## config.mk

```make
export PLATFORM = sky130hd
export DESIGN_NAME = display_mux_0_13
export DESIGN_NICKNAME = d
export VERILOG_FILES = /design/src/rtl/display_mux_0_13.sv
export SDC_FILE = /design/constraint.sdc
export NUM_CORES = 1
export LEC_CHECK = 0
export ABC_AREA = 0
export BUFFER_PORTS_ARGS = -buffer_cell sky130_fd_sc_hd__buf_2
export CAP_MARGIN = 20
export CORE_MARGIN = 2
export CORE_UTILIZATION = 50
export DETAILED_ROUTE_END_ITERATION = 10
export PLACE_DENSITY = 0.76
export SYNTH_ARGS = -nofsm -noshare
export SYNTH_HDL_FRONTEND = slang
export SYNTH_SLANG_ARGS = --single-unit
```

## constraint.sdc

```tcl
create_clock -name clk -period 2 [get_ports clk]
set_input_delay 0.1 -clock clk [delete_from_list [all_inputs] [get_ports clk]]
set_output_delay 0.1 -clock clk [all_outputs]
set_load 0.02 [all_outputs]
```

## src/rtl/display_mux_0_13.sv

```systemverilog
//==============================================================================
// Module      : display_mux_0_13
// Description : Two-digit multiplexed 7-segment driver for a 0..13 count, with
//               wrap detection, lap counter and sticky out-of-range flag.
// Revision    : 1.0 - initial release
//==============================================================================
`default_nettype none

module display_mux_0_13 #(
    parameter int REFRESH_DIV = 4
) (
    input  logic       clk,
    input  logic       rst,
    input  logic [3:0] count_in,
    output logic [6:0] seg,
    output logic [1:0] an,
    output logic       wrap_pulse,
    output logic [7:0] lap_count,
    output logic       range_err
);

    localparam logic [15:0] c_DIV_LAST = 16'(REFRESH_DIV - 1);
    localparam logic [6:0]  c_SEG_DASH = 7'h40;
    localparam logic [6:0]  c_SEG_OFF  = 7'h00;

    logic [3:0]  r_cnt;
    logic [3:0]  r_prev;
    logic [15:0] r_div;
    logic        r_sel;

    logic       w_tens;
    logic [3:0] w_units;
    logic       w_out_of_range;
    logic       w_wrap;
    logic [6:0] w_units_seg;
    logic [6:0] w_seg_next;

    assign w_tens         = (r_cnt >= 4'd10);
    assign w_units        = w_tens ? (r_cnt - 4'd10) : r_cnt;
    assign w_out_of_range = (r_cnt >= 4'd14);
    assign w_wrap         = (r_cnt == 4'd0) && (r_prev == 4'd13);

    always_comb begin
        w_units_seg = c_SEG_OFF;
        case (w_units)
            4'd0:    w_units_seg = 7'h3F;
            4'd1:    w_units_seg = 7'h06;
            4'd2:    w_units_seg = 7'h5B;
            4'd3:    w_units_seg = 7'h4F;
            4'd4:    w_units_seg = 7'h66;
            4'd5:    w_units_seg = 7'h6D;
            4'd6:    w_units_seg = 7'h7D;
            4'd7:    w_units_seg = 7'h07;
            4'd8:    w_units_seg = 7'h7F;
            4'd9:    w_units_seg = 7'h6F;
            default: w_units_seg = c_SEG_OFF;
        endcase
    end

    // Tens digit can only be 0 (blanked) or 1; dash overrides both slots.
    always_comb begin
        w_seg_next = c_SEG_OFF;
        if (w_out_of_range) begin
            w_seg_next = c_SEG_DASH;
        end else if (r_sel) begin
            w_seg_next = w_tens ? 7'h06 : c_SEG_OFF;
        end else begin
            w_seg_next = w_units_seg;
        end
    end

    always_ff @(posedge clk) begin
        if (rst) begin
            r_cnt      <= 4'd0;
            r_prev     <= 4'd0;
            r_div      <= 16'd0;
            r_sel      <= 1'b0;
            seg        <= c_SEG_OFF;
            an         <= 2'b00;
            wrap_pulse <= 1'b0;
            lap_count  <= 8'd0;
            range_err  <= 1'b0;
        end else begin
            r_cnt  <= count_in;
            r_prev <= r_cnt;
            if (r_div == c_DIV_LAST) begin
                r_div <= 16'd0;
                r_sel <= ~r_sel;
            end else begin
                r_div <= r_div + 16'd1;
            end
            seg        <= w_seg_next;
            an         <= r_sel ? 2'b10 : 2'b01;
            wrap_pulse <= w_wrap;
            if (w_wrap) begin
                lap_count <= lap_count + 8'd1;
            end
            if (w_out_of_range) begin
                range_err <= 1'b1;
            end
        end
    end

endmodule

`default_nettype wire

```

==> results of run 1 <==
==> power groups by stage <==
| stage | Combinational [mW] | Clock [mW] | Sequential, mW |
|---|---|---|---|
| 3_5_place_dp | 0.187 | 0 | 0.951 |
| 3_3_place_gp | 0.185 | 0 | 0.950 |
| 4_1_cts | 0.188 | 0.683 | 0.930 |
| 5_1_grt | 0.216 | 0.719 | 0.937 |
| 2_1_floorplan | 0.113 | 0 | 0.971 |
| 6_report | 0.195 | 0.658 | 0.932 |
==> cell usage after synthesis, types with 7 or more instances <==
master,count,area share
sky130_fd_sc_hd__nor4_1,7,0.023
sky130_fd_sc_hd__a21oi_1,7,0.018
sky130_fd_sc_hd__xor2_1,7,0.032
sky130_fd_sc_hd__nor2_1,35,0.068
sky130_fd_sc_hd__ha_1,7,0.045
sky130_fd_sc_hd__inv_1,11,0.021
sky130_fd_sc_hd__nand3_1,8,0.021
sky130_fd_sc_hd__xnor2_1,13,0.059
sky130_fd_sc_hd__nand2_1,11,0.021
sky130_fd_sc_hd__nand4_1,8,0.026
sky130_fd_sc_hd__dfxtp_1,44,0.46
==> per-stage QoR <==
step | cell area (um^2) | total power [mW] | hold WS (ps)
6_report | 2248 | 1.785 | 23.58
5_1_grt | 2248 | 1.872 | 14.02
4_1_cts | 2225 | 1.800 | 13.96
3_5_place_dp | 2117 | 1.137 | 328.0
3_3_place_gp | 2117 | 1.135 | 327.1
2_1_floorplan | 1931 | 1.084 | 188.5
==> layer usage <==
metal | up-vias | global-route usage
li1 | 810 | -
met1 | 720 | 0.2161
met2 | 30 | 0.2963
met3 | 5 | 0.06133
met4 | 0 | 0.06888
met5 | - | 0
==> cells by family (layout without fill, tap and decap cells) <==
family / after synthesis / in the layout
compound gates: 33 / 33
xor+xnor: 20 / 20
fa+ha+maj: 7 / 7
buf+inv: 20 / 50
flops: 44 / 44
simple gates: 92 / 92
==> worst paths after layout <==
| kind | from | endpoint | depth (start not counted) |
|---|---|---|---|
| worst min register to register | r_div[0] | r_div[0] | 1 |
| worst max-delay path | r_cnt[1] | seg[2] | 7 |
| worst min-delay path | count_in[2] | r_cnt[2] | 2 |
| worst max register to register | r_cnt[1] | seg[2] | 7 |
==> registers in the layout (all words and copies together), names as in the netlist <==
signal and count:
r_div 16, lap_count 8, seg 7, r_cnt 4, r_prev 4, an 2, r_sel 1, range_err 1
wrap_pulse 1
==> layout make-up <==
cell class,instances,area share
multi-input combinational,152,0.4380
sequential,44,0.3923
timing repair buffer,31,0.07679
clock buffer,6,0.03228
tap,48,0.02671
inverter,11,0.01836
clock inverter,2,0.01558
==> critical path: stages, from the launching register on <==
cell and delay [ps]:
sky130_fd_sc_hd__dfxtp_1 350, sky130_fd_sc_hd__buf_4 170, sky130_fd_sc_hd__inv_1 100, sky130_fd_sc_hd__ha_1 360, sky130_fd_sc_hd__nand2_1 140, sky130_fd_sc_hd__nand3_1 90
sky130_fd_sc_hd__o21ai_0 370, sky130_fd_sc_hd__o21ai_0 180
==> repair_timing <==
action,in CTS,in global routing
endpoints found under the setup margin,0,2
hold buffers,0,0
resized for setup,0,7
==> results.txt, run 1 <==
The TritonCTS sink count came out at 44. The TritonCTS buffer count came out at 5. The met2 routed wirelength came out at between 1500 and 2000 um.

The number of distinct library cell variants in the gate-level netlist after synthesis came out at 40. The number of diodes came out at 0. Summed over all failing endpoints, the final setup total negative slack is 0 ps. The multi-input logic area is approximately 980 um^2. The routed layout has approximately 1600 vias. The post-layout instance count excluding filler cells came out at between 200 and 300. Setup violations remaining at the end of the flow were counted as 0.

The library cell used most frequently in the layout, excluding fill and tap cells, is sky130_fd_sc_hd__dfxtp_1. The sequential share of the synthesized area is 0.4563. After technology mapping, the gate count stands at roughly 220. The first-iteration detailed-routing DRC count is 58. The number of optimization iterations in the first detailed-route pass came out at 4. Routability-driven placement finished with a final weighted congestion of 0.9420. The area enclosed by the die boundary is 0.004375 mm^2. The final setup slack of the worst path came out at between 100 and 150 ps. For this configuration, the core starts out at a cell density of 0.5234. The most frequently used flop master after synthesis is sky130_fd_sc_hd__dfxtp_1. After clock tree synthesis, the clock-pin slew on the worst setup and hold paths is around 80 ps. The length of routed wiring on met1 came out at ~1700 um. Data on the critical path arrives at its endpoint at around 2100 ps. The pin count of the biggest net entering global routing came out at 23. Across every metal layer, demand over resource in global routing totals 0.1803. The tightest min-delay check is of the in -> reg type. The worst setup path is captured at a register. The post-synthesis xor/xnor area fraction came out at 0.09073.

The max-capacitance violation count is 0. The area of the mapped netlist is 0.001931 mm^2. The minimum setup slack among reg-to-reg paths is 110 ps. The worst-case setup slack after placement is 32.25 ps. The CTS tree is yes. The floorplan step set the die width to 66.14 um. The top fanout value on the critical path came out at 9. The sum of routed wire length over all layers came out at around 3600 um.

The worst-skew pair later-pin latency is between 200 and 300 ps. STA classifies the critical path startpoint as a register. For this design the static power due to leakage is a little under 0.9 nW.

Of the total power, registers draw 0.522. The combinational share of power came out at 0.109. The total area inside the core boundary comes to between 0.003 and 0.004 mm^2. In this run the count of I/O pins placed on the die edge is 25. The wire length of the first global-routing pass came out at between 5000 and 6000 um.

The main combinational cell family by area after synthesis is simple AND/OR/NAND/NOR gates. The flow ran to the end, and the final reports show no timing, DRC or antenna violations. The part of the power in the clock network came out at 0.369. The count of flip-flops with a built-in enable after synthesis came out at 0. The proportion of layout cells with a drive suffix above 1 came out at 0.1748.

The internal cell power is approximately 1.4 mW. The share of the synthesized area in compound gates (AO/OA/AOI/OAI) was 0.1160. Of the total synthesized cell area, the portion taken by AND, OR, NAND and NOR gates is 0.2463.

In the routed layout, each cell is associated on average with a via count of between 5 and 6. After detailed routing, the number of remaining DRC violations is 0. The post-route minimum period is 1891 ps.

The initial antenna violation count came to 0. The worst-case IR drop observed on VDD is 0.4887 mV. Leaving out fill and tap cells, the most frequent cells in the layout are 43 x sky130_fd_sc_hd__dfxtp_1, 35 x sky130_fd_sc_hd__nor2_1, 24 x sky130_fd_sc_hd__buf_2. The relative area change from synthesis to final layout came out at 16.46%. The areal power density over the cells came out at roughly 800 mW/mm^2. The longest clock path from root to sink contains 2 buffers. The filler cells instantiated in the layout total 324.

The post-synthesis net count is roughly 230. The H-tree depth came out at 2. Of the total synthesized cell area, the portion taken by full adders, half adders and majority gates is 0.04537. The average cell area after synthesis came out at between 8 and 9 um^2.

The number of max-slew violations in the final report came out at 0. Dividing the final minimum period by the clock period gives 0.9455. At the pin with the least slew margin, the transition time is roughly 500 ps. The switching power came out at around 0.43 mW. The number of buffers inserted by post-CTS setup repair came out at 0. The detailed route wirelength on metal3 is around 150 um. Between clock sinks in the finished design, the worst skew comes to around 3.6 ps.

The flip-flop and latch count after synthesis came out at 44. The die height came out at ~66 um. The worst relative slew slack is 0.6632. The count of warnings emitted by yosys came out at 0. Port buffering added 24 buffers.

The number of global-route vias before repair is between 1000 and 1500. The final design utilization is 0.6096. For this run, asynchronously set or reset flops after synthesis account for 0. Measured against the total synthesized area, the mux share comes to 0. Summed over all layers, the global routing overflow is 0. The net switching share of the total power is 0.2388.

The tree is rooted in a sky130_fd_sc_hd__clkbuf_8. The final-report hold violation count was 0. The routed length per instance is between 10 and 15 um. The storage element area came out at between 800 and 900 um^2.

The floorplan row count came out at 22. The setup path with the least slack is of type reg -> reg. The number of placed instances, taps included, is roughly 290.

The wire-length estimate of the detail-placed layout is between 2000 and 2500 um. The required time reported for the critical path endpoint came out at between 2000 and 2500 ps. The count of nets left with antenna violations once routing finished came out at 0. In the final design database the tool counted approximately 260 nets. Based on the critical path, the design can be clocked at up to 0.5288 GHz. The highest routed metal layer is met4.
Note: power is estimated with default switching activity, not from simulation.
==> inputs of run 2 (changes only) <==
--- a/config.mk
+++ b/config.mk
@@ -8,10 +8,11 @@
 export ABC_AREA = 0
 export BUFFER_PORTS_ARGS = -buffer_cell sky130_fd_sc_hd__buf_2
 export CAP_MARGIN = 20
+export CORE_ASPECT_RATIO = 1.5
 export CORE_MARGIN = 2
-export CORE_UTILIZATION = 50
+export CORE_UTILIZATION = 41
 export DETAILED_ROUTE_END_ITERATION = 10
-export PLACE_DENSITY = 0.76
+export PLACE_DENSITY = 0.65
 export SYNTH_ARGS = -nofsm -noshare
 export SYNTH_HDL_FRONTEND = slang
 export SYNTH_SLANG_ARGS = --single-unit
==> run 2 against run 1 <==
Net effect: final area rose by 1.8%; clock power barely moved; register-to-register slack is essentially flat; total power increased by 0.63%; worst setup slack got worse by 7.8 ps; core utilization shrank 11 points; hold slack got worse by 0.91 ps; via count grew 1.8%; critical path depth grew 2; non-clock buffer count increased by 1; sequential share of layout area fell by 0.69 points; sequential power is essentially flat; highest routed layer unchanged.
==> results.txt, run 2 (same netlist as run 1, synthesis figures left out) <==
Of the total power, combinational logic draws 0.114. By startpoint and endpoint, the worst setup path is classified as reg -> reg. The startpoint class of the critical path is a register. The detailed router finished its first iteration with between 40 and 50 violations. In the finished design, the share of the clock period the worst path needs comes to 0.9494. In this run, CTS created clock tree buffers numbering 5.

In this run, post-CTS hold repair placed 0 buffers. The leakage dissipation is 0.8782 nW. Setup repair after global routing could not meet its margin everywhere. The number of global-route vias before repair is ~1500.

The analysis attributes to net switching a power of about 0.43 mW. The number of flip-flops under the largest register name is 16. The part of the power in the clock network came out at 0.368. The TritonCTS sink count came out at 44. In this run the vertical extent of the chip is ~90 um. The routed length per instance came out at between 10 and 15 um. The wire length of the first global-routing pass came out at 6361 um.

The overall overflow remaining after global route came out at 0. The port buffer count came out at 24. The first detailed-routing pass took 4 iterations. The worst relative slew slack is 0.6270. The total power is between 1.5 and 2 mW.

The relative area change from synthesis to final layout is 18.54%. The most common cell after layout, fill and taps aside is sky130_fd_sc_hd__dfxtp_1. The highest achievable clock rate came out at roughly 0.53 GHz. The final-report hold violation count is 0. The worst-case IR drop observed on VDD is about 0.37 mV. The most critical setup path has its startpoint at r_cnt[2].

Power spread over the standard cell area amounts to 785.0 mW/mm^2. In the layout the commonest cells are 43 x sky130_fd_sc_hd__dfxtp_1, 35 x sky130_fd_sc_hd__nor2_1, 24 x sky130_fd_sc_hd__buf_2. The top fanout value on the critical path came out at 3. The repair_antennas step left the layout with diodes totalling 0. The pin count of the biggest net entering global routing is 23. The core area came out at around 0.0045 mm^2. The net switching share of the total power is 0.2415. The via count is 1593. The post-route minimum period is 1899 ps. The flow ran to the end, and the final reports show no timing, DRC or antenna violations. At the pin with the least slew margin, the transition time is ~560 ps. The total of endpoints with negative setup slack in the final report came out at 0. The floorplan row count came out at 30.

The final design utilization came out at 0.5039. Ranked by flip-flop count, first place goes to r_div. The number of remaining DRC errors came out at 0. For the worst setup path, the data required time is between 2000 and 2500 ps.

The worst-skew pair later-pin latency came out at 290 ps. STA classifies the critical path endpoint as a register. The area enclosed by the die boundary is 0.005285 mm^2. Counting instances, the worst hold path has a depth of 2. The H-tree depth is 2.

The data arrival time of the worst path is between 2000 and 2500 ps. The horizontal die dimension is 60.03 um. TritonCTS built the clock tree. For this design the top-level I/O count stands at 25. The number of max-slew violations in the final report came to 0. The routability congestion estimate from global placement is 0.9140.

The total track usage is 0.1602. The maximum clock insertion buffer count came out at 2. Detailed placement finished with a half-perimeter wire length of 2750 um.

In the final layout, the share of cells above drive strength 1 is 0.1903. The count of cells along the worst register-to-register path came out at 9. The sum of routed wire length over all layers is about 3800 um. The min-delay analysis places its worst path in the category in -> reg. The routed via count divided by cell count came out at between 5 and 6. The count of nets left with antenna violations after detail routing came out at 0.

The number of fill cells came out at roughly 460. The hold path startpoint is count_in[0]. In the final layout, the registers with the most flip-flops are r_div x16, lap_count x8, seg x7.

The layout net count is ~260. The proportion of power drawn by flip-flops and latches came out at 0.518. The initial antenna violation count came out at 0. The cell sitting at the root of the clock tree is a sky130_fd_sc_hd__clkbuf_8. The clock skew is just under 8 ps. The worst register-to-register path begins at r_cnt[2]. The initial core utilization is 0.4251. The internal power of the cells totals between 1 and 1.5 mW. The number of buffers inserted by post-CTS setup repair came out at 0. The clock edge transition at the registers on the reported setup and hold paths came out at approximately 80 ps. The max-capacitance violation count came out at 0.
[run 2: changes by cell type in the layout (fill, tap and decap cells not counted), sizes merged]
cell  delta
buf      +1
[run 2: power by group through the flow]
stage	registers [mW]	logic [mW]	clock network [mW]
floorplan	0.971	0.113	0
global placement	0.950	0.192	0
detailed placement	0.951	0.192	0
CTS	0.931	0.194	0.683
global route	0.936	0.230	0.718
finish	0.931	0.204	0.661
[run 2: what timing repair did]
item | 4_1_cts | 5_1_grt
pin swaps | 0 | 4
endpoints found under the setup margin | 1 | 3
gates cloned | 0 | 0
gates resized for setup | 1 | 10
[run 2: cell type report]
| class | instances | area, um^2 | area share |
|---|---|---|---|
| Timing Repair Buffer | 32 | 180.2 | 0.07873 |
| Tap cell | 64 | 80.08 | 0.03499 |
| Sequential cell | 44 | 882.1 | 0.3855 |
| Clock inverter | 2 | 35.03 | 0.01531 |
| Clock buffer | 6 | 72.57 | 0.03171 |
| Inverter | 11 | 41.29 | 0.01804 |
| Multi-Input combinational cell | 152 | 997.2 | 0.4358 |
[run 2: worst max-delay path, cell delays in order, from the launching register on]
cell and delay (ps):
sky130_fd_sc_hd__dfxtp_2 330, sky130_fd_sc_hd__inv_1 60, sky130_fd_sc_hd__ha_2 180, sky130_fd_sc_hd__nor2b_2 150, sky130_fd_sc_hd__o211ai_1 220, sky130_fd_sc_hd__o21ai_2 100
sky130_fd_sc_hd__buf_4 150, sky130_fd_sc_hd__ha_1 190, sky130_fd_sc_hd__a2111oi_1 300, sky130_fd_sc_hd__o21a_1 150
[run 2: final timing paths]
check | to | slack (ps)
min | r_cnt[0] | 20
min reg2reg | r_div[0] | 480
max | seg[5] | 100
max reg2reg | seg[5] | 100
[run 2: metal layers]
metal / global-route usage / vias up / wire length [um] / share of wire
met4: 0.07879 / 0 / 86 / 0.023
met3: 0.04431 / 7 / 165 / 0.044
met5: 0 / - / 0 / 0
li1: - / 809 / - / -
met2: 0.2796 / 42 / 1970 / 0.52
met1: 0.1724 / 735 / 1557 / 0.41
[run 2: metrics by stage]
step	setup TNS, ps	setup slack (ps)	instance area (um^2)	hold WS, ps	instances
2_1_floorplan	0	30.88	1931	188.5	216
3_3_place_gp	0	83.93	2145	338.1	303
3_5_place_dp	0	21.12	2145	325.6	303
4_1_cts	0	8.565	2253	18.37	311
5_1_grt	-123.9	-79.15	2288	24.69	311
6_report	0	101.2	2288	22.67	311
==> inputs of run 3 (changes only) <==
--- a/config.mk
+++ b/config.mk
@@ -5,14 +5,14 @@
 export SDC_FILE = /design/constraint.sdc
 export NUM_CORES = 1
 export LEC_CHECK = 0
-export ABC_AREA = 0
+export ABC_AREA = 1
 export BUFFER_PORTS_ARGS = -buffer_cell sky130_fd_sc_hd__buf_2
 export CAP_MARGIN = 20
 export CORE_ASPECT_RATIO = 1.5
 export CORE_MARGIN = 2
 export CORE_UTILIZATION = 41
 export DETAILED_ROUTE_END_ITERATION = 10
-export PLACE_DENSITY = 0.65
+export PLACE_DENSITY = 0.63
 export SYNTH_ARGS = -nofsm -noshare
 export SYNTH_HDL_FRONTEND = slang
 export SYNTH_SLANG_ARGS = --single-unit
==> constraint.sdc (replaced) <==
create_clock -name clk -period 2.1 [get_ports clk]
set_input_delay 0.105 -clock clk [delete_from_list [all_inputs] [get_ports clk]]
set_output_delay 0.105 -clock clk [all_outputs]
set_load 0.02 [all_outputs]
==> run 3 against run 2 <==
Net effect: hold slack worse by 15 ps; clock power increased by 3.6%; sequential power fell by 4.8%; highest routed layer unchanged; sequential cell count did not move; clock skew increased by 5.7 ps; critical path depth up 1; final cell count grew 14%; wire length is essentially flat; critical path type unchanged; area after synthesis grew 5.2%; critical endpoint is now seg[1]; die area increased by 5.0%.
==> results.txt, run 3 <==
After detailed routing, the number of remaining DRC violations is 0. The number of global-route vias before repair came to between 1500 and 2000. The post-route minimum period is between 1500 and 2000 ps.

Detailed placement finished with a half-perimeter wire length of ~2900 um. The port buffer count came out at 24. The startpoint class of the critical path is a register. The relative area change from synthesis to final layout came out at 14.78%.

The library cell used most frequently in the layout, excluding fill and tap cells, is sky130_fd_sc_hd__dfxtp_1. The TritonCTS buffer count is 5. STA classifies the critical path endpoint as a register.

Counting instances, the worst hold path has a depth of 3. The hold path startpoint is count_in[3]. The number of diodes is 0. The post-synthesis xor/xnor area fraction came out at 0.02155.

The final setup slack of the worst path is approximately 300 ps. The pin count of the biggest net entering global routing is 18. The worst register-to-register path ends at seg[1].

For this block, the routed nets add up to about 3800 um of wire. The first-iteration detailed-routing DRC count came out at 95. The die height came out at ~90 um. Across every metal layer, demand over resource in global routing totals 0.1580. The cell at the root of the clock tree is sky130_fd_sc_hd__clkbuf_8. 25 I/O pins were placed. The clock arrives with around 13 ps of skew. The flow ran to the end, and the final reports show no timing, DRC or antenna violations.

The via count is ~1700. The flip-flop and latch count after synthesis came out at 44. In the final routed layout, each cell accounts on average for ~11 um. Yosys instantiated no cell more often than sky130_fd_sc_hd__dfxtp_1.

The number of distinct library cell variants in the gate-level netlist after synthesis came out at 31. The routability congestion estimate from global placement is roughly 0.87. Setup repair after global routing left no endpoint under its margin.

The required time reported for the critical path endpoint is 2300 ps. The data arrival time of the worst path came out at around 2000 ps. In the final layout, the registers with the most flip-flops are r_div x16, lap_count x8, seg x7.

The post-synthesis net count came out at 275. The synthesized-area fraction occupied by adder cells came out at 0.04310. IR analysis of the VDD net gives a maximum drop of roughly 0.48 mV. The first global-routing pass estimated 6789 um of wire. The H-tree depth came out at 2. The area share of the largest cell type after synthesis came out at 0.4335. r_div holds more flip-flops than any other register. The async set-reset flop share out of synthesis came out at 0. The share of the synthesized area in compound gates (AO/OA/AOI/OAI) came out at 0.08313. The number of max-slew violations in the final report was 0. The count of warnings emitted by yosys is 0.

The sequential share of the synthesized area is 0.4335. Setup violations remaining at the end of the flow were counted as 0. The worst setup path is of the reg -> reg kind. The worst-case setup slack after placement is between 200 and 300 ps. The routed via count divided by cell count came out at 4.798.

The share of cell area taken by muxes after synthesis came out at 0. The core area is between 0.004 and 0.005 mm^2. For this design the ratio of total power to cell area is around 750 mW/mm^2. The initial antenna violation count is 0.

The register with the most flip-flops in the layout has 16 of them. The worst-skew pair later-pin latency is about 300 ps. The path class of the tightest hold or removal check is in -> reg. Summed over all instances, the cell type with the most area after synthesis is sky130_fd_sc_hd__dfxtp_1. After routing, the total negative slack on setup checks comes to 0 ps.

The top cell types in the final layout, fill and taps aside, are 44 x sky130_fd_sc_hd__dfxtp_1, 41 x sky130_fd_sc_hd__nand2_1, 38 x sky130_fd_sc_hd__nor2_1. The count of flip-flops with a built-in enable after synthesis is 0. After clock tree synthesis, the clock-pin slew on the worst setup and hold paths is 90 ps. The number of optimization iterations in the first detailed-route pass is 4. The worst relative slew slack came out at 0.7480. The portion of the clock cycle consumed by the worst path in the final layout came out at 0.8565.

The main combinational cell family by area after synthesis is simple AND/OR/NAND/NOR gates. The minimum setup slack among reg-to-reg paths is about 300 ps. The worst register-to-register path has a depth of 10. The number of fill cells is 498.

After synthesis, the cell types taking the most area are sky130_fd_sc_hd__dfxtp_1 43%, sky130_fd_sc_hd__nand2_1 7.6%, sky130_fd_sc_hd__nor2_1 7.0%. The highest achievable clock rate is 0.5560 GHz. In this run the critical register-to-register path is launched from r_cnt[2]. The average cell area after synthesis came out at a little under 8 um^2. The layout net count is about 300.

The post-synthesis cell count came out at between 200 and 300. The overall overflow remaining after global route came out at 0. The count of nets left with antenna violations once routing finished came out at 0. Among all flip-flop cells after synthesis, the most frequent one is sky130_fd_sc_hd__dfxtp_1.

The transition time of the tightest slew-check pin came out at between 300 and 400 ps. The proportion of layout cells with a drive suffix above 1 came out at 0.2103. The final-report hold violation count came out at 0. The startpoint of the worst setup timing path is r_cnt[2].

The horizontal die dimension came out at between 60 and 70 um. The commonest cells after synthesis are 44 x sky130_fd_sc_hd__dfxtp_1, 41 x sky130_fd_sc_hd__nand2_1, 38 x sky130_fd_sc_hd__nor2_1. TritonCTS built the clock tree. The max-capacitance violation count is 0. The TritonCTS sink count is 44.

The area of the mapped netlist is just over 0.002 mm^2. The floorplan row count came out at 31. The maximum clock insertion buffer count came out at 2. The endpoint of the worst hold path is r_cnt[3]. For this design the static power due to leakage is just under 1 nW.

The area enclosed by the die boundary came out at 0.005547 mm^2. The basic-gate share of the synthesized area counting and, or, nand and nor cells is 0.3448. The top fanout value on the critical path is 5.

The initial core utilization came out at 0.4225.
## run 3: cell types whose count changed in the layout (fill, tap and decap cells not counted), sizes merged, moves of 5 or more
cell   previous run  this run
nor2b             6         0
nor2             35        41
nor4              7         2
nand2            12        50
xnor2            13         2
nor3              5        10
inv              11        31
a21oi             7        22
nand3             8        25
buf              32        24
## run 3: kinds of logic (layout without fill, tap and decap cells)
group                      Yosys count  after routing
and+or+nand+nor                    139            139
DFF                                 44             44
buffers and inverters               36             64
AOI/OAI and AO/OA                   31             31
adders and majority gates            7              7
xor gates and xnor gates             5              5
## run 3: report_power, final
group	total [mW]	internal (mW)	leakage, nW	switching (mW)
clock network	0.685	0.389	0.0614	0.296
registers	0.886	0.868	0.359	0.0175
logic	0.177	0.0613	0.554	0.116
total	1.75	1.32	0.974	0.429
## run 3: area by class of cell
| class | instances | area, um^2 | area share |
|---|---|---|---|
| flip-flops and latches | 44 | 880.8 | 0.3777 |
| well taps | 66 | 82.58 | 0.03541 |
| repair buffers | 25 | 130.1 | 0.05579 |
| clock buffers | 6 | 82.58 | 0.03541 |
| multi-input cells | 182 | 1001 | 0.4292 |
| clock inverters | 2 | 38.79 | 0.01663 |
| inverters | 31 | 116.4 | 0.04989 |
## run 3: through the flow
stage	total power [mW]	std cells	area, um^2	utilization	hold WS [ps]
floorplan	1.041	262	2032	-	212.0
global placement	1.082	347	2201	0.4576	309.7
detailed placement	1.084	347	2201	0.4576	316.8
CTS	1.772	356	2332	0.4849	4.252
global route	1.843	356	2332	0.4849	12.78
finish	1.747	356	2332	0.4849	7.591
## run 3: worst max path at each step
stage | end | slack (ps)
2_1_floorplan | seg[1] | 440
3_3_place_gp | seg[1] | 370
3_5_place_dp | seg[1] | 290
4_1_cts | seg[1] | 290
5_1_grt | seg[1] | 100
6_report | seg[1] | 300
## run 3: layer usage
metal,part of all wire,GRT usage
met1,0.41,0.1728
met2,0.53,0.2737
met5,0,0
met3,0.030,0.04029
met4,0.022,0.06560
## run 3: timing repair
action                    in CTS  in global routing
hold endpoints to repair       1                  0
hold buffers                   1                  0
resized for setup              0                  0
buffers inserted               0                  0
## run 3: worst max-delay path, cell delays in order (launching register included)
cell	delay (ps)
sky130_fd_sc_hd__dfxtp_1	410
sky130_fd_sc_hd__inv_1	110
sky130_fd_sc_hd__ha_1	220
sky130_fd_sc_hd__nand2_2	70
sky130_fd_sc_hd__nand2_2	70
sky130_fd_sc_hd__nand3_1	70
sky130_fd_sc_hd__nand2_1	100
sky130_fd_sc_hd__ha_1	300
sky130_fd_sc_hd__or2_0	220
sky130_fd_sc_hd__nand3_1	70
sky130_fd_sc_hd__a21oi_1	60
